### config.mk
export PLATFORM = sky130hd
export DESIGN_NAME = gf_col_mult_seq
export DESIGN_NICKNAME = d
export VERILOG_FILES = /design/src/rtl/gf_col_mult_seq.sv
export SDC_FILE = /design/constraint.sdc
export NUM_CORES = 1
export LEC_CHECK = 0
export BUFFER_PORTS_ARGS = -buffer_cell sky130_fd_sc_hd__buf_4
export CAP_MARGIN = 20
export CORE_AREA = 10 10 118 120
export CTS_CLUSTER_SIZE = 8
export DETAILED_ROUTE_END_ITERATION = 10
export DIE_AREA = 0 0 128 130
export GPL_TIMING_DRIVEN = 0
export REMOVE_ABC_BUFFERS = 1
export SLEW_MARGIN = 20
export SYNTH_ARGS = -nofsm -noshare
export SYNTH_HDL_FRONTEND = slang
export SYNTH_SLANG_ARGS = --single-unit
### constraint.sdc
create_clock -name clk -period 1.52 [get_ports clk]
set_input_delay 0.228 -clock clk [delete_from_list [all_inputs] [get_ports clk]]
set_output_delay 0.228 -clock clk [all_outputs]
set_load 0.02 [all_outputs]
### src/rtl/gf_col_mult_seq.sv
// Sequential GF(2^M) constant-multiplier column: one input b yields NUM_OUT products
// b*alpha^(COL*j), LANES per beat over valid/ready. Optional lane parity: GFCOL_PARITY_EN.
module gf_col_mult_seq #(
    parameter int            M       = 13,
    parameter logic [M-1:0]  POLY    = 13'h001B,
    parameter int            COL     = 5,
    parameter int            NUM_OUT = 16,
    parameter int            LANES   = 4
) (
    input  logic                 clk,
    input  logic                 rst_n,
    input  logic                 in_valid,
    output logic                 in_ready,
    input  logic [M-1:0]         b,
    output logic                 out_valid,
    input  logic                 out_ready,
    output logic [LANES*M-1:0]   out_data,
    output logic                 out_last
`ifdef GFCOL_PARITY_EN
    ,
    output logic [LANES-1:0]     out_par
`endif
);

    localparam int BEATS = NUM_OUT / LANES;
    localparam int BW    = (BEATS > 1) ? $clog2(BEATS) : 1;

    if ((NUM_OUT % LANES) != 0) begin : g_bad_cfg
        $error("gf_col_mult_seq: NUM_OUT must be a multiple of LANES");
    end

    function automatic logic [M-1:0] mul_alpha(input logic [M-1:0] x);
        mul_alpha = {x[M-2:0], 1'b0} ^ (x[M-1] ? POLY : {M{1'b0}});
    endfunction

    // Column i of the matrix is alpha^(i+e); evaluated only on constants.
    function automatic logic [M*M-1:0] build_mat(input int e);
        logic [M-1:0] v;
        build_mat = '0;
        for (int i = 0; i < M; i++) begin
            v    = '0;
            v[i] = 1'b1;
            for (int n = 0; n < e; n++) begin
                v = mul_alpha(v);
            end
            build_mat[i*M +: M] = v;
        end
    endfunction

    function automatic logic [M-1:0] mat_apply(input logic [M*M-1:0] mat, input logic [M-1:0] x);
        mat_apply = '0;
        for (int i = 0; i < M; i++) begin
            mat_apply = mat_apply ^ (mat[i*M +: M] & {M{x[i]}});
        end
    endfunction

    function automatic logic lane_parity(input logic [M-1:0] x);
        lane_parity = ^x;
    endfunction

    typedef enum logic {IDLE = 1'b0, RUN = 1'b1} state_t;

    localparam logic [M*M-1:0] STEP_MAT = build_mat(COL * LANES);

    state_t                  state_r;
    logic [BW-1:0]           beat_r;
    logic [LANES-1:0][M-1:0] lane_r;
    logic [LANES-1:0][M-1:0] init_s;
    logic [LANES-1:0][M-1:0] step_s;
    logic [LANES-1:0]        init_par_s;
    logic [LANES-1:0]        step_par_s;
    logic [LANES-1:0]        par_r;

    for (genvar k = 0; k < LANES; k++) begin : g_lane
        localparam logic [M*M-1:0] INIT_MAT = build_mat(COL * (k + 1));
        assign init_s[k]     = mat_apply(INIT_MAT, b);
        assign step_s[k]     = mat_apply(STEP_MAT, lane_r[k]);
        assign init_par_s[k] = lane_parity(init_s[k]);
        assign step_par_s[k] = lane_parity(step_s[k]);
    end

    assign out_data = lane_r;

`ifdef GFCOL_PARITY_EN
    assign out_par = par_r;
`endif

    // Control FSM with registered handshake outputs, lane and parity registers.
    always_ff @(posedge clk) begin
        if (!rst_n) begin
            state_r   <= IDLE;
            beat_r    <= '0;
            lane_r    <= '0;
            par_r     <= '0;
            in_ready  <= 1'b1;
            out_valid <= 1'b0;
            out_last  <= 1'b0;
        end else begin
            case (state_r)
                IDLE: begin
                    if (in_valid) begin
                        state_r   <= RUN;
                        lane_r    <= init_s;
                        par_r     <= init_par_s;
                        beat_r    <= '0;
                        in_ready  <= 1'b0;
                        out_valid <= 1'b1;
                        out_last  <= (BEATS == 1);
                    end else begin
                        state_r   <= IDLE;
                    end
                end
                RUN: begin
                    if (out_ready) begin
                        if (out_last) begin
                            // Lanes keep the final beat; only the handshake drops.
                            state_r   <= IDLE;
                            in_ready  <= 1'b1;
                            out_valid <= 1'b0;
                            out_last  <= 1'b0;
                        end else begin
                            lane_r    <= step_s;
                            par_r     <= step_par_s;
                            beat_r    <= beat_r + BW'(1);
                            out_last  <= (beat_r == BW'(BEATS - 2));
                        end
                    end else begin
                        state_r   <= RUN;
                    end
                end
                default: begin
                    state_r   <= IDLE;
                    beat_r    <= '0;
                    in_ready  <= 1'b1;
                    out_valid <= 1'b0;
                    out_last  <= 1'b0;
                end
            endcase
        end
    end

`ifndef GFCOL_PARITY_EN
    logic unused_par_s;
    assign unused_par_s = ^par_r;
`endif

endmodule
==> reports/summary.txt, run 1 <==
status: finished, violations left
failing checks: negative setup slack
cts bufs inserted: 9
CTS clock-pin slew for the worst setup and hold paths: 0.05 ns
max incr delay on CP: 0.45 ns
Worst Path Required: 1.76 ns
total gr overflow: 0
clk sinks: 58
Skew-Pair Late Insertion Delay: 0.34 ns
Die ar.: 0.0166 mm2
RSZ-0062 raised after global routing: true
largest net degree at the start of global routing: 60
CTS root buf: clkbuf_16
Tot GR Track Use: 17.5%
synthesized area: 0.00450 mm2
worst slew pin tran: 0.613 ns
vias in the first global route: 3955
Worst Path Max Fanout: 7
post-layout min period: 1.52 ns
Final ANT Viol Nets: 0
Final #Nets: 598
CTS max path bufs: 2
Startpoint Class: flip-flop
Final Util: 49.6%
DR vias: 3924
CP Capture Type: flip-flop
cells on worst reg2reg path: 5
Top-Level Pins: 72
CTS H-tree lvls: 3
routed length per instance: 19.8 um
cell taking the most area after synthesis: dfxtp_1
worst hold stages: 3
DRT Wirelength: 14500 um
Highest Clock Rate: 657 MHz
setup violators final: 1
GP Congestion: 0.808
fin cells: 732
Die Ht: 130 um
YS warnings: 0
dpl hpwl: 9050 um
ys async rst share: 0%
Post-synth EDFFs: 0
critical path arrival: 1.76 ns
crit path kind: reg2reg
core area: 0.0117 mm2
sequential area share after synthesis: 25.8%
Worst Skew: 0.00424 ns
top cell type's share of synthesized area: 25.8%
number of port buffers: 71
PwrDens: 1390 mW/mm2
Max transition margin: 59.1%
DRT Pass-1 Iters: 5
Initial Utilization: 38.5%
most frequent cell after synthesis: xnor2_1
Avg Synthesized Cell Area: 8.78 um2
Mapped Cells: 513
P_leak: 2.28 nW
Die W: 128 um
largest cells by area after synthesis: dfxtp_1 (26%), xnor2_1 (25%), xor2_1 (9.7%)
number of synthesized register bits: 58
Max VDD drop: 1.06 mV
Std-Cell Rows: 40
initial antenna violation count: 0
Max Cap Viol: 0
initial DRC count: 378
Final Hold Viols: 0
synth cell count leaders: xnor2_1 (130), dfxtp_1 (58), xor2_1 (50)
Worst Hold Class: in2reg
Antenna diodes: 0
Main synth FF type: dfxtp_1
Slew Limit Fails: 0
Vias/cell: 5.36
# placed instances: 689
Tot Pwr: 8.09 mW
Residual DRC: 0
fin crit share: 100%
pre-CTS setup slack: -1.62 ns
Yosys cell types: 55
P&R area growth vs syn: 28.9%
# fillers: 1131
first-pass GRT wire length: 22700 um
setup TNS: -0.00105 ns
TritonCTS clock tree: yes
Slowest cell on crit path: dfxtp_2
crit-path cells: xnor2_1 -> xnor2_2 -> xor2_1 -> o21ai_1 -> a221oi_1
final setup margin: -0.00105 ns
layout cells sized above 1: 29.1%
-- flip-flops by register name, indices dropped and copies added (netlist names) --
signal	flops
out_data	52
beat_r	2
in_ready	1
out_last	1
out_valid	1
state_r	1
-- cell type report --
class                   instances  area, um2  share of cell area, %
multi-input cells             412       3340                   57.6
flip-flops and latches         58       1220                   21.0
repair buffers                 94        751                   12.9
clock buffers                  14        274                   4.72
well taps                     147        184                   3.17
inverters                       4       18.8                  0.323
clock inverters                 2       10.0                  0.172
repair inverters                1       7.51                  0.129
-- final timing paths --
check | end | slack (ns) | start
setup reg to reg | out_data[31]$_SDFFE_PN0P_ | -0.001 | out_data[37]$_SDFFE_PN0P_
hold reg to reg | out_data[48]$_SDFFE_PN0P_ | 0.50 | out_data[48]$_SDFFE_PN0P_
hold / removal | out_data[10]$_SDFFE_PN0P_ | 0.26 | b[5]
setup / recovery | out_data[31]$_SDFFE_PN0P_ | -0.001 | out_data[37]$_SDFFE_PN0P_
-- stage by stage --
| step | hold slack, ns | area (um2) |
|---|---|---|
| 2_1_floorplan | 0.290 | 4320 |
| 3_5_place_dp | 0.478 | 5040 |
| 3_3_place_gp | 0.477 | 5030 |
| 5_1_grt | 0.312 | 5800 |
| 6_report | 0.258 | 5800 |
| 4_1_cts | 0.255 | 5640 |
-- logic make-up (layout without fill, tap and decap cells) --
logic type | Yosys count | in the layout | synth area share (%)
xor+xnor | 197 | 197 | 42.1
compound gates | 117 | 118 | 16.8
simple gates | 88 | 90 | 9.22
flops | 58 | 58 | 25.8
buf+inv | 46 | 115 | 4.47
mux | 6 | 6 | 1.33
fa+ha+maj | 1 | 1 | 0.278
-- placed cells by master, fill, tap and decap left out, types with 3 or more instances in the layout --
master and n:
a21boi_1 5, o21ai_1 11, clkbuf_8 3, nand3_1 6, xnor2_2 10, a21oi_1 30, o221ai_1 4, o211ai_1 4
mux2i_1 6, nor3b_1 3, a211o_1 4, dfxtp_4 9, xnor3_1 3, nor2b_1 7, nand2_1 28, xnor2_1 125
xor2_4 4, a31o_1 5, a31oi_1 3, xor2_1 46, a211oi_1 4, o22ai_1 5, buf_4 90, clkbuf_16 9
dfxtp_1 32, o21ai_0 25, dfxtp_2 17, inv_1 3, buf_12 3, nor2_1 29, xor2_2 6
-- worst max-delay path, delay by kind of cell, from the launching register on --
kind / cells / cell delay (ns)
AO/OA/AOI/OAI: 2 / 0.36
XOR/XNOR: 3 / 0.62
flip-flops: 1 / 0.45
-- per-layer routing --
| metal | vias up | wire (um) | GRT usage, % |
|---|---|---|---|
| met2 | 128 | 6850 | 27.8 |
| met4 | 0 | 199 | 5.83 |
| met3 | 20 | 1070 | 4.99 |
| met1 | 1914 | 6390 | 22.2 |
| met5 | - | 0 | 0 |
| li1 | 1862 | - | - |
-- where the power goes --
group / total, mW / internal (mW) / switching [mW] / leakage (nW)
sequential: 2.23 / 1.76 / 0.463 / 0.491
combinational: 3.91 / 1.96 / 1.96 / 1.65
clock: 1.95 / 1.23 / 0.719 / 0.143
-- what timing repair did --
item                       4_1_cts  5_1_grt
pin swaps                        8        3
setup endpoints to repair       55       37
buffers inserted                20        3
hold endpoints to repair         0        0
hold buffers                     0        0
cloned                           4        0
resized for setup               32       27
(Power assumes the default switching activity.)
==> run 2, diff against run 1 <==
--- a/config.mk
+++ b/config.mk
@@ -13,6 +13,7 @@
 export DIE_AREA = 0 0 128 130
 export GPL_TIMING_DRIVEN = 0
 export REMOVE_ABC_BUFFERS = 1
+export SETUP_SLACK_MARGIN = 0.3
 export SLEW_MARGIN = 20
 export SYNTH_ARGS = -nofsm -noshare
 export SYNTH_HDL_FRONTEND = slang
==> run 2 against run 1 <==
Effect of this change:
- the flow now finishes without violations
- largest power group unchanged
- global-route usage increased by 3.7 points
- sequential power increased by 4%
- critical endpoint is now out_data[43]$_SDFFE_PN0P_
- fmax increased by 0.61%
==> reports/summary.txt, run 2 (synthesized netlist as in run 1, its figures left out) <==
Skew-Pair Late Insertion Delay: 0.34 ns
fin cells: 807
PwrDens: 1290 mW/mm2
TritonCTS clock tree: yes
final hold slack: 0.260 ns
final setup margin: 0.00815 ns
Reg2Reg Setup Slack: 0.008 ns
Critical Path End: out_data[43]$_SDFFE_PN0P_
# placed instances: 689
P_leak: 3.04 nW
P&R area growth vs syn: 70.8%
GP Congestion: 0.808
Max VDD drop: 0.977 mV
CTS root buf: clkbuf_16
post-layout min period: 1.51 ns
cts bufs inserted: 9
CP Capture Type: flip-flop
Die W: 128 um
most frequent cells in the layout: xnor2_1 (102), buf_4 (95), buf_6 (44)
CTS clock-pin slew for the worst setup and hold paths: 0.05 ns
worst slew pin tran: 0.710 ns
# fillers: 861
Vias/cell: 5.56
Worst Path Required: 1.76 ns
pre-CTS setup slack: -1.62 ns
total gr overflow: 0
Startpoint Class: flip-flop
metal3 WL: 1650 um
Initial Utilization: 38.5%
Antenna diodes: 0
Worst Path Max Fanout: 7
fin crit share: 99.5%
WL met1: 7180 um
Worst Skew: 0.00339 ns
initial DRC count: 427
Highest Clock Rate: 661 MHz
dpl hpwl: 9050 um
vias in the first global route: 4651
critical path arrival: 1.75 ns
DRT Pass-1 Iters: 7
metal2 WL: 9220 um
Max Cap Viol: 0
Residual DRC: 0
Final #Nets: 673
crit path kind: reg2reg
core area: 0.0117 mm2
commonest non-fill, non-tap cell in the layout: xnor2_1
max FFs per register: 52
Die ar.: 0.0166 mm2
cells on worst reg2reg path: 6
routed length per instance: 23.1 um
Tot GR Track Use: 21.1%
setup violators final: 0
CTS H-tree lvls: 3
largest net degree at the start of global routing: 61
RSZ-0062 raised after global routing: true
Std-Cell Rows: 40
number of port buffers: 71
CTS max path bufs: 2
Max transition margin: 52.7%
reg2reg end: out_data[43]$_SDFFE_PN0P_
RR Startpoint: state_r$_SDFF_PN0_
Die Ht: 130 um
Final Hold Viols: 0
DR top layer: met4
DR vias: 4487
initial antenna violation count: 0
first-pass GRT wire length: 27000 um
DRT Wirelength: 18700 um
clk sinks: 58
status: completed
Top-Level Pins: 72
Slew Limit Fails: 0
Hold-fix buffers, CTS: 0
layout cells sized above 1: 53.3%
Final ANT Viol Nets: 0
Worst Hold Class: in2reg
CP startpoint: state_r$_SDFF_PN0_
==> run 2: cell types whose count changed in the layout (fill, tap and decap cells not counted), sizes merged <==
cell      delta
buf         +69
clkinvlp     +1
clkbuf       +1
nand2        +4
==> run 2: worst max-delay path, cell delays in order (launching register included) <==
cell and delay (ns):
dfxtp_4 0.41, buf_6 0.12, nand3b_4 0.16, nand2_8 0.16
nand2_8 0.08, or3_4 0.38, o311ai_4 0.09
==> run 2: how the worst min path moves through the flow <==
stage | end | cells after the start | slack [ns] | start
2_1_floorplan | in_ready$_SDFFE_PN1P_ | 1 | 0.29 | rst_n
3_3_place_gp | in_ready$_SDFFE_PN1P_ | 2 | 0.48 | in_ready$_SDFFE_PN1P_
3_5_place_dp | in_ready$_SDFFE_PN1P_ | 2 | 0.48 | in_ready$_SDFFE_PN1P_
4_1_cts | out_data[10]$_SDFFE_PN0P_ | 3 | 0.25 | b[5]
5_1_grt | out_data[10]$_SDFFE_PN0P_ | 3 | 0.30 | b[5]
6_report | out_data[10]$_SDFFE_PN0P_ | 3 | 0.26 | b[5]
==> run 2: what timing repair did <==
item                                    4_1_cts  5_1_grt
endpoints found under the setup margin       87       74
cloned                                       12        1
setup buffers                                71       18
pin swaps                                    79       47
resized for setup                           199      101
==> run 2: cell type report <==
type / instances / area, um2 / area share (%)
inverters: 4 / 18.8 / 0.244
multi-input cells: 416 / 4160 / 54.1
repair buffers: 164 / 1730 / 22.5
well taps: 147 / 184 / 2.39
clock inverters: 2 / 10.0 / 0.130
clock buffers: 14 / 274 / 3.56
repair inverters: 2 / 15.0 / 0.195
flip-flops and latches: 58 / 1300 / 16.9
==> run 2: per-layer routing <==
metal,GRT usage (%),vias to the layer above
li1,-,2012
met2,35.2,241
met4,9.40,0
met5,0,-
met3,5.92,50
met1,24.8,2184
==> run 2: metrics by stage <==
step | utilization, % | TNS, ns | power, mW | instance area [um2]
global route | 65.7 | -0.0345 | 10.4 | 7690
detailed placement | 43.0 | -67.39 | 5.80 | 5040
floorplan | - | -68.37 | 4.86 | 4320
finish | 65.7 | 0 | 9.95 | 7690
CTS | 59.4 | 0 | 9.01 | 6960
global placement | 43.0 | -143.40 | 5.77 | 5030
==> run 2: where the power goes <==
part           internal, mW  switching, mW
combinational          2.97           2.70
sequential             1.79          0.528
clock                  1.23          0.729
